--- config.mk ---
export PLATFORM = sky130hd
export DESIGN_NAME = adder_50_rr_sched_flat
export DESIGN_NICKNAME = d
export VERILOG_FILES = /design/src/rtl/adder_50_rr_sched_if.sv /design/src/rtl/adder_50_rr_sched.sv /design/src/flat_wrapper.sv
export SDC_FILE = /design/constraint.sdc
export NUM_CORES = 1
export LEC_CHECK = 0
export ABC_AREA = 1
export CAP_MARGIN = 10
export CORE_MARGIN = 4
export CORE_UTILIZATION = 42
export CTS_CLUSTER_DIAMETER = 80
export DETAILED_ROUTE_END_ITERATION = 10
export PLACE_DENSITY_LB_ADDON = 0.05
export SYNTH_ARGS = -nofsm -noshare
export SYNTH_HDL_FRONTEND = slang
export SYNTH_SLANG_ARGS = --single-unit
--- constraint.sdc ---
create_clock -name clk -period 1.9 [get_ports clk]
set_input_delay 0.19 -clock clk [delete_from_list [all_inputs] [get_ports clk]]
set_output_delay 0.19 -clock clk [all_outputs]
set_load 0.03 [all_outputs]
--- src/rtl/adder_50_rr_sched_if.sv ---
// Request/response bundle between compute engines and the shared 50-bit adder scheduler.
// The master side drives requests; the slave side (the scheduler) grants and returns results.
interface adder_50_rr_sched_if #(
   parameter int N_REQ = 4,
   parameter int ID_W  = 2
);
   logic                 en;
   logic [N_REQ-1:0]     req_valid;
   logic [N_REQ*50-1:0]  req_a;
   logic [N_REQ*50-1:0]  req_b;
   logic [N_REQ-1:0]     req_ready;
   logic                 rsp_valid;
   logic [ID_W-1:0]      rsp_id;
   logic [49:0]          rsp_data;
   logic                 idle;

   modport master (
      output en, req_valid, req_a, req_b,
      input  req_ready, rsp_valid, rsp_id, rsp_data, idle
   );

   modport slave (
      input  en, req_valid, req_a, req_b,
      output req_ready, rsp_valid, rsp_id, rsp_data, idle
   );
endinterface

--- src/rtl/adder_50_rr_sched.sv ---
// Round-robin scheduler sharing one registered 50-bit adder between N_REQ requesters.
// Pipeline: accept edge -> operand regs (s1) -> adder output reg (s2) -> response bus.
module adder_50_rr_sched #(
   parameter int N_REQ = 4,
   parameter int ID_W  = 2
) (
   input logic                 clk,
   input logic                 rst_n,
   adder_50_rr_sched_if.slave  bus
);

   logic [ID_W-1:0] ptr_q, ptr_d;
   logic            s1_vld_q, s1_vld_d;
   logic [ID_W-1:0] s1_id_q, s1_id_d;
   logic            s2_vld_q;
   logic [ID_W-1:0] s2_id_q;
   logic [49:0]     op_a_q, op_a_d;
   logic [49:0]     op_b_q, op_b_d;
   logic [49:0]     sum_q;

   logic            accept;
   logic [ID_W-1:0] grant_id;
   int              idx;

   // Arbitration: first valid requester scanning from ptr, wrapping modulo N_REQ.
   always_comb begin
      bus.req_ready = '0;
      accept        = 1'b0;
      grant_id      = '0;
      idx           = 0;
      if (bus.en) begin
         for (int k = 0; k < N_REQ; k++) begin
            idx = (int'(ptr_q) + k) % N_REQ;
            if (!accept && bus.req_valid[idx]) begin
               accept   = 1'b1;
               grant_id = ID_W'(idx);
            end
         end
      end
      // Grant implies valid, so a grant is always an accept at the next edge.
      if (accept) begin
         bus.req_ready[grant_id] = 1'b1;
      end
   end

   // Next-state for pointer and issue stage.
   always_comb begin
      ptr_d    = ptr_q;
      s1_vld_d = accept;
      s1_id_d  = s1_id_q;
      op_a_d   = op_a_q;
      op_b_d   = op_b_q;
      if (accept) begin
         ptr_d   = (int'(grant_id) == N_REQ - 1) ? '0 : ID_W'(int'(grant_id) + 1);
         s1_id_d = grant_id;
         op_a_d  = bus.req_a[int'(grant_id)*50 +: 50];
         op_b_d  = bus.req_b[int'(grant_id)*50 +: 50];
      end
   end

   // Pointer, operand staging and id/valid tag pipeline.
   always_ff @(posedge clk or negedge rst_n) begin
      if (!rst_n) begin
         ptr_q    <= '0;
         s1_vld_q <= 1'b0;
         s1_id_q  <= '0;
         s2_vld_q <= 1'b0;
         s2_id_q  <= '0;
         op_a_q   <= '0;
         op_b_q   <= '0;
      end else begin
         ptr_q    <= ptr_d;
         s1_vld_q <= s1_vld_d;
         s1_id_q  <= s1_id_d;
         s2_vld_q <= s1_vld_q;
         s2_id_q  <= s1_id_q;
         op_a_q   <= op_a_d;
         op_b_q   <= op_b_d;
      end
   end

   // Adder output register, unreset like the DSP primitive; carry out wraps away.
   always_ff @(posedge clk) begin
      sum_q <= op_a_q + op_b_q;
   end

   // Response bus; data gated so stale sums never leak out.
   always_comb begin
      bus.rsp_valid = s2_vld_q;
      bus.rsp_id    = s2_id_q;
      bus.rsp_data  = s2_vld_q ? sum_q : '0;
      bus.idle      = ~s1_vld_q & ~s2_vld_q & ~|bus.req_valid;
   end

endmodule

--- src/flat_wrapper.sv ---
// flat-port wrapper written by rule: the top's interface ports become plain ports
module adder_50_rr_sched_flat 
#(
   parameter int N_REQ = 4,
   parameter int ID_W  = 2
)
  (clk, rst_n, bus_en, bus_req_valid, bus_req_a, bus_req_b, bus_req_ready, bus_rsp_valid, bus_rsp_id, bus_rsp_data, bus_idle);
  adder_50_rr_sched_if #(.N_REQ(N_REQ), .ID_W(ID_W)) bus_i ();
  input logic clk;
  input logic rst_n;
  input wire logic [$bits(bus_i.en)-1:0] bus_en;
  input wire logic [$bits(bus_i.req_valid)-1:0] bus_req_valid;
  input wire logic [$bits(bus_i.req_a)-1:0] bus_req_a;
  input wire logic [$bits(bus_i.req_b)-1:0] bus_req_b;
  output wire logic [$bits(bus_i.req_ready)-1:0] bus_req_ready;
  output wire logic [$bits(bus_i.rsp_valid)-1:0] bus_rsp_valid;
  output wire logic [$bits(bus_i.rsp_id)-1:0] bus_rsp_id;
  output wire logic [$bits(bus_i.rsp_data)-1:0] bus_rsp_data;
  output wire logic [$bits(bus_i.idle)-1:0] bus_idle;
  assign bus_i.en = bus_en;
  assign bus_i.req_valid = bus_req_valid;
  assign bus_i.req_a = bus_req_a;
  assign bus_i.req_b = bus_req_b;
  assign bus_req_ready = bus_i.req_ready;
  assign bus_rsp_valid = bus_i.rsp_valid;
  assign bus_rsp_id = bus_i.rsp_id;
  assign bus_rsp_data = bus_i.rsp_data;
  assign bus_idle = bus_i.idle;
  adder_50_rr_sched #(.N_REQ(N_REQ), .ID_W(ID_W)) u_core (.clk(clk), .rst_n(rst_n), .bus(bus_i));
endmodule
Word level (Yosys, flattened, before mapping)
Index checks and enable logic that the tools add are counted.

Add/sub/neg operators: 5. $mul: 1. Order comparisons: 6. Equal/unequal tests: 1. Shift operators: 2. Muxes and demuxes: 29. Bitwise operators: 7. Reductions and logical operators: 12.

Operators by type and width (number): $shiftx 200x32->50 (2); $add 50x50->50 (1); $mux 50 (1); $mux 1 (16); $lt 3x4->1 const B (3); $mux 2 (6); $bmux 1 s2 (4); $mul 2x5->7 const B (1); $lt 2x3->1 const B (2); $reduce_or 2->1 (3); $add 2x1->2 const B (2); $add 2x2->2 const B (2); $logic_and 1x1->1 (4); $logic_not 1->1 (4); $mux 4 (1); $reduce_or 4->1 (1); $and 1x1->1 const A (3); $and 1x1->1 (2); $demux 1 s2 (1); $eq 2x1->1 const B (1); $ge 2x1->1 const B (1); $not 1->1 (2).

Flip-flop bits (word level): 158. Bits of input ports: 407. Word-level logic and storage cells: 71.

Logic depth before layout (Yosys ltp)
Depth after elaboration: 22. Depth in mapped cells: 17. Depth with buffers taken out: 16.

Least setup slack after synthesis
No wires, ideal clock.

Kind: register to output. Start: reg u_core.ptr_q[0]. End: out bus_req_ready[0]. Data arrival time: 2.156 ns. Data required time: 1.710 ns. Setup slack: -0.446 ns. Stages on the path, launching flop included: 16. Path buffers: 3. Cells stage by stage: dfrtp_1 -> buf_6 -> inv_4 -> nand2_1 -> nand3_1 -> nand2_2 -> nor2_2 -> nand3_1 -> nand2_2 -> inv_2 -> nand2_1 -> buf_4 -> buf_2 -> ha_1 -> inv_1 -> nor2_1.

Word-level cells in the longest chain between the ends: 21. Elaborated cells between the ends (all ways): 39.

Ends and longest elaborated chain: start, declared (line adder_50_rr_sched.sv:12) `logic [ID_W-1:0] ptr_q, ptr_d;`; start signal, assigned (line adder_50_rr_sched.sv:72) `ptr_q <= ptr_d;`; parallel branches: the longest is 20 deep, another holds $add 2x1->2; $mux 4 * (line adder_50_rr_sched.sv:41) `if (accept) begin`; end, declared (line flat_wrapper.sv:15) `output wire logic [$bits(bus_i.req_ready)-1:0] bus_req_ready;`.

Mark *: on every way between the ends. The select of a mux whose other input is x is not followed.

Worst setup path after layout
Start: reg u_core.ptr_q[0]. End: out bus_req_ready[2].

The elaborated chain is that of the path after synthesis.

==> results.txt <==
----------------------------------------------------
[Floorplan]
  Area enclosed by the die boundary ... 0.0350 sq mm
  Starting density of the core ... 42.6%
  Vertical die dimension ... approximately 190 um
  Io pins ... 465
  Width of the chip ... around 190 um
  Floorplan core area ... 0.0316 sq mm
  Row Count ... 65

[Yosys]
  Sequential-to-total area share from yosys stat ... a little over a quarter
  Ys Warns ... 0
  Number of standard cells after synthesis ... 2,295
  Synth Cell Area ... 0.0135 sq mm
  Average size of a mapped cell ... 5.88 sq um
  Post-synthesis net count ... 2,756
  Count of state elements after synthesis ... 158
  Synth cell types ... 36

[Worst setup path]
  Type of element launching the critical path ... register
  CP Class ... register to output port
  Element type at the critical path end ... output port
  Critical path data arrival time ... 2.39 ns
  Required @ worst endpoint ... 1.71 ns
  Critical-path maximum fanout ... 5

[Cells and area]
  Area growth from synthesis to layout ... 74.3%
  Final cell utilization of the core ... between 70% and 80%
  Layout cells sized above 1 ... 22.0%
  Number of inserted filler cells in the final layout ... 2,518
  Number of nets in the layout ... 3,417

[CTS]
  Number of sinks on the clock net ... 158
  CTS tree ... done
  Clock transition at the registers of the reported paths ... 0.08 ns
  Max Root-Sink Buffers ... 2
  Latest clock arrival within the worst-skew pair ... 0.44 ns
  Root buffer cell ... clkbuf_16
  Number of buffers added by the clock tree synthesis step ... 17
  Number of H-tree levels ... 4

[STA]
  Unrepaired setup endpoints after global routing ... yes
  Minimum period implied by the final worst setup slack ... 2.58 ns
  Clock tree skew after final layout ... 0.0234 ns
  Count of final max-slew check failures ... 0
  Tightest Pin Transition ... 0.542 ns
  Slew headroom ... 63.9%
  Final hold slack ... 0.283 ns
  Fmax ... 388 MHz
  Total of endpoints with negative setup slack in the final report ... between 100 and 150
  Final hold violation count ... 0
  Part of the cycle the worst path needs ... 136%
  Minimum setup slack in the final design ... -0.677 ns

[Drt]
  Total Routed Length ... 64,400 um
  Average via count per standard cell ... 5.28
  1st-pass router iterations ... 6
  Length of routed met2 wiring ... between 30,000 and 40,000 um
  Number of violations reported at the end of detailed-routing iteration 0 ... 1,714
  Number of nets with antenna violations after detailed routing ... 0
  Number of remaining DRC errors ... 0
  Via count ... 17,800
  Met3 wire len ... about 5100 um
  Routed metal-1 wire length ... 25,200 um
  Routed length per instance ... between 15 and 20 um
  Highest routing layer actually used ... met5

[Pwr]
  Peak supply drop ... 988 uV
  Clock network fraction of design power ... 8.0%
  Power dissipated by switching net loads ... 22.3 mW
  Cell Pwr Density ... 1940 mW/mm^2
  Combinational share of power ... 76.4%
  Sequential cell fraction of total power ... about 16%
  Static leakage power ... 11.9 nW
  Switching fraction of total power ... roughly 50%
  Power Internal ... 23.2 mW

[GRT]
  Antenna violations before repair ... 7
  Largest net degree at the start of global routing ... 71
  Total global routing overflow ... 0
  Number of global-route vias before repair ... 17,500
  Global-route wire length before repair ... 96,000 um
  Overall routing resource usage ... 34.4%

[Placed design]
  Buffers on Ports ... ~460
  Final Wtd Congestion ... about 0.96
  Estimated wirelength of the detail-placed design ... 48,900 um

[Outcome]
  Run status ... complete, but fails checks
  Failing checks ... setup timing

[Run]
  Max Cap Viol ... 0

[Worst hold path]
  Min-delay worst type ... primary input to asynchronous set/reset pin

----------------------------------------------------
-- layer usage --
metal	GRT usage, %	vias up
met5	0	-
met4	11.3	4
met3	5.19	152
met2	60.2	886
met1	43.4	8285
li1	-	8487
-- logic make-up after synthesis --
logic type | count (synthesis) | synth area share, %
xor+xnor | 38 | 2.47
buf+inv | 488 | 14.8
simple gates | 1367 | 42.5
fa+ha+maj | 54 | 5.07
compound gates | 190 | 7.70
flops | 158 | 27.5
-- placed cells by master, fill, tap and decap left out, drive strengths merged --
cell	instances
a21boi	2
nand3	195
bufinv	1
dlygate4sd3	1
buf	335
o21ai	84
a31oi	5
nand2	838
inv	386
dfrtp	108
nand3b	1
bufbuf	2
nor3	14
ha	53
o21a	5
clkdlybuf4s50	407
diode	6
clkinv	3
nand4	117
o21bai	6
fa	1
nor4	2
clkbuf	26
o31ai	1
xor2	28
o211ai	11
a21o	6
dfxtp	50
nor2	200
clkinvlp	1
a31o	1
a21oi	69
xnor2	10
-- layout make-up --
| type | instances | area, sq um | area share, % |
|---|---|---|---|
| Multi-Input combinational cell | 1649 | 9260 | 39.4 |
| Inverter | 378 | 1440 | 6.14 |
| Clock buffer | 20 | 479 | 2.04 |
| Tap cell | 402 | 503 | 2.14 |
| Clock inverter | 12 | 118 | 0.500 |
| Antenna cell | 6 | 15.0 | 0.0639 |
| Sequential cell | 158 | 3730 | 15.9 |
| Timing Repair Buffer | 751 | 7950 | 33.8 |
| Timing Repair inverter | 1 | 6.26 | 0.0266 |
-- worst max-delay path: stages, from the launching register on --
cell	delay (ns)
dfrtp_2	0.43
buf_8	0.15
clkinv_8	0.06
nand2_4	0.05
nand2_4	0.12
nand2_2	0.07
nand2_2	0.08
buf_6	0.11
nand3_4	0.07
nor2_4	0.12
nor2_4	0.06
nor2_4	0.21
ha_4	0.16
inv_2	0.04
nor2_4	0.09
buf_12	0.12
-- synth_stat cells --
cell type,number,area share [%]
buf_2,43,1.6
fa_1,1,0.15
xnor2_1,10,0.65
nand4_1,117,5.4
xor2_1,28,1.8
nor2_1,196,5.5
o21ai_0,48,1.8
buf_4,21,1.2
a21oi_1,69,2.6
nand3b_1,1,0.056
nor4_1,2,0.093
inv_1,373,10
dfrtp_1,108,20
buf_1,3,0.083
a31o_2,1,0.065
o21ai_1,36,1.3
nor3_1,14,0.52
nor2_4,2,0.17
clkbuf_1,39,1.1
ha_1,53,4.9
a21o_1,6,0.33
inv_4,1,0.046
a21boi_0,2,0.11
o211ai_1,11,0.61
o31ai_1,1,0.056
nand3_1,193,7.2
inv_2,4,0.11
nor2_2,2,0.093
a31oi_1,5,0.23
o21bai_1,6,0.33
nand2_2,3,0.14
dfxtp_1,50,7.4
nand3_2,2,0.15
nand2_1,835,23
buf_6,4,0.33
o21a_1,5,0.28
-- final timing paths --
check | from | end | slack [ns] | cells after the start
max | u_core.ptr_q[0] | bus_req_ready[2] | -0.68 | 15
min | rst_n | u_core.op_a_q[12] | 0.28 | 2
max reg2reg | u_core.ptr_q[0] | u_core.op_b_q[3] | -0.61 | 19
min reg2reg | u_core.s1_id_q[1] | u_core.bus.rsp_id[1] | 0.39 | 0
max in group asynchronous | rst_n | u_core.op_a_q[28] | 0.93 | 3
min in group clk | bus_req_a[116] | u_core.op_a_q[16] | 0.36 | 3
-- registers in the layout, indices dropped and copies added (netlist names) --
name,cells
u_core.s1_id_q,2
u_core.op_b_q,50
u_core.op_a_q,50
u_core.bus.rsp_valid,1
u_core.s1_vld_q,1
u_core.sum_q,50
u_core.bus.rsp_id,2
u_core.ptr_q,2
-- stage by stage --
| stage | cell area [sq um] | setup slack, ns | instances | TNS (ns) | total power [mW] |
|---|---|---|---|---|---|
| after floorplan | 13600 | -0.0808 | 2295 | -0.317 | 21.1 |
| after global placement | 20700 | -0.648 | 3284 | -60.53 | 33.9 |
| after detailed placement | 20700 | -0.632 | 3284 | -61.15 | 34.2 |
| after CTS | 22900 | -0.600 | 3363 | -43.55 | 42.9 |
| after global routing | 23500 | -0.752 | 3376 | -70.83 | 48.0 |
| final | 23500 | -0.677 | 3377 | -59.15 | 45.5 |
-- power by group through the flow --
stage,clock network (mW),registers (mW),logic (mW)
floorplan,0,5.92,15.1
global route,3.74,7.18,37.1
detailed placement,0,6.59,27.6
global placement,0,6.56,27.4
CTS,3.63,6.94,32.3
finish,3.63,7.11,34.8
-- timing repair --
action                                  4_1_cts  5_1_grt
gates resized for setup                     246      104
setup buffers                                38        3
gates cloned                                  8        6
pin swaps                                    68       40
endpoints found under the setup margin      150      150
hold buffers                                  1        0
hold endpoints to repair                     32        0
Power figures use the tool's default switching activity.
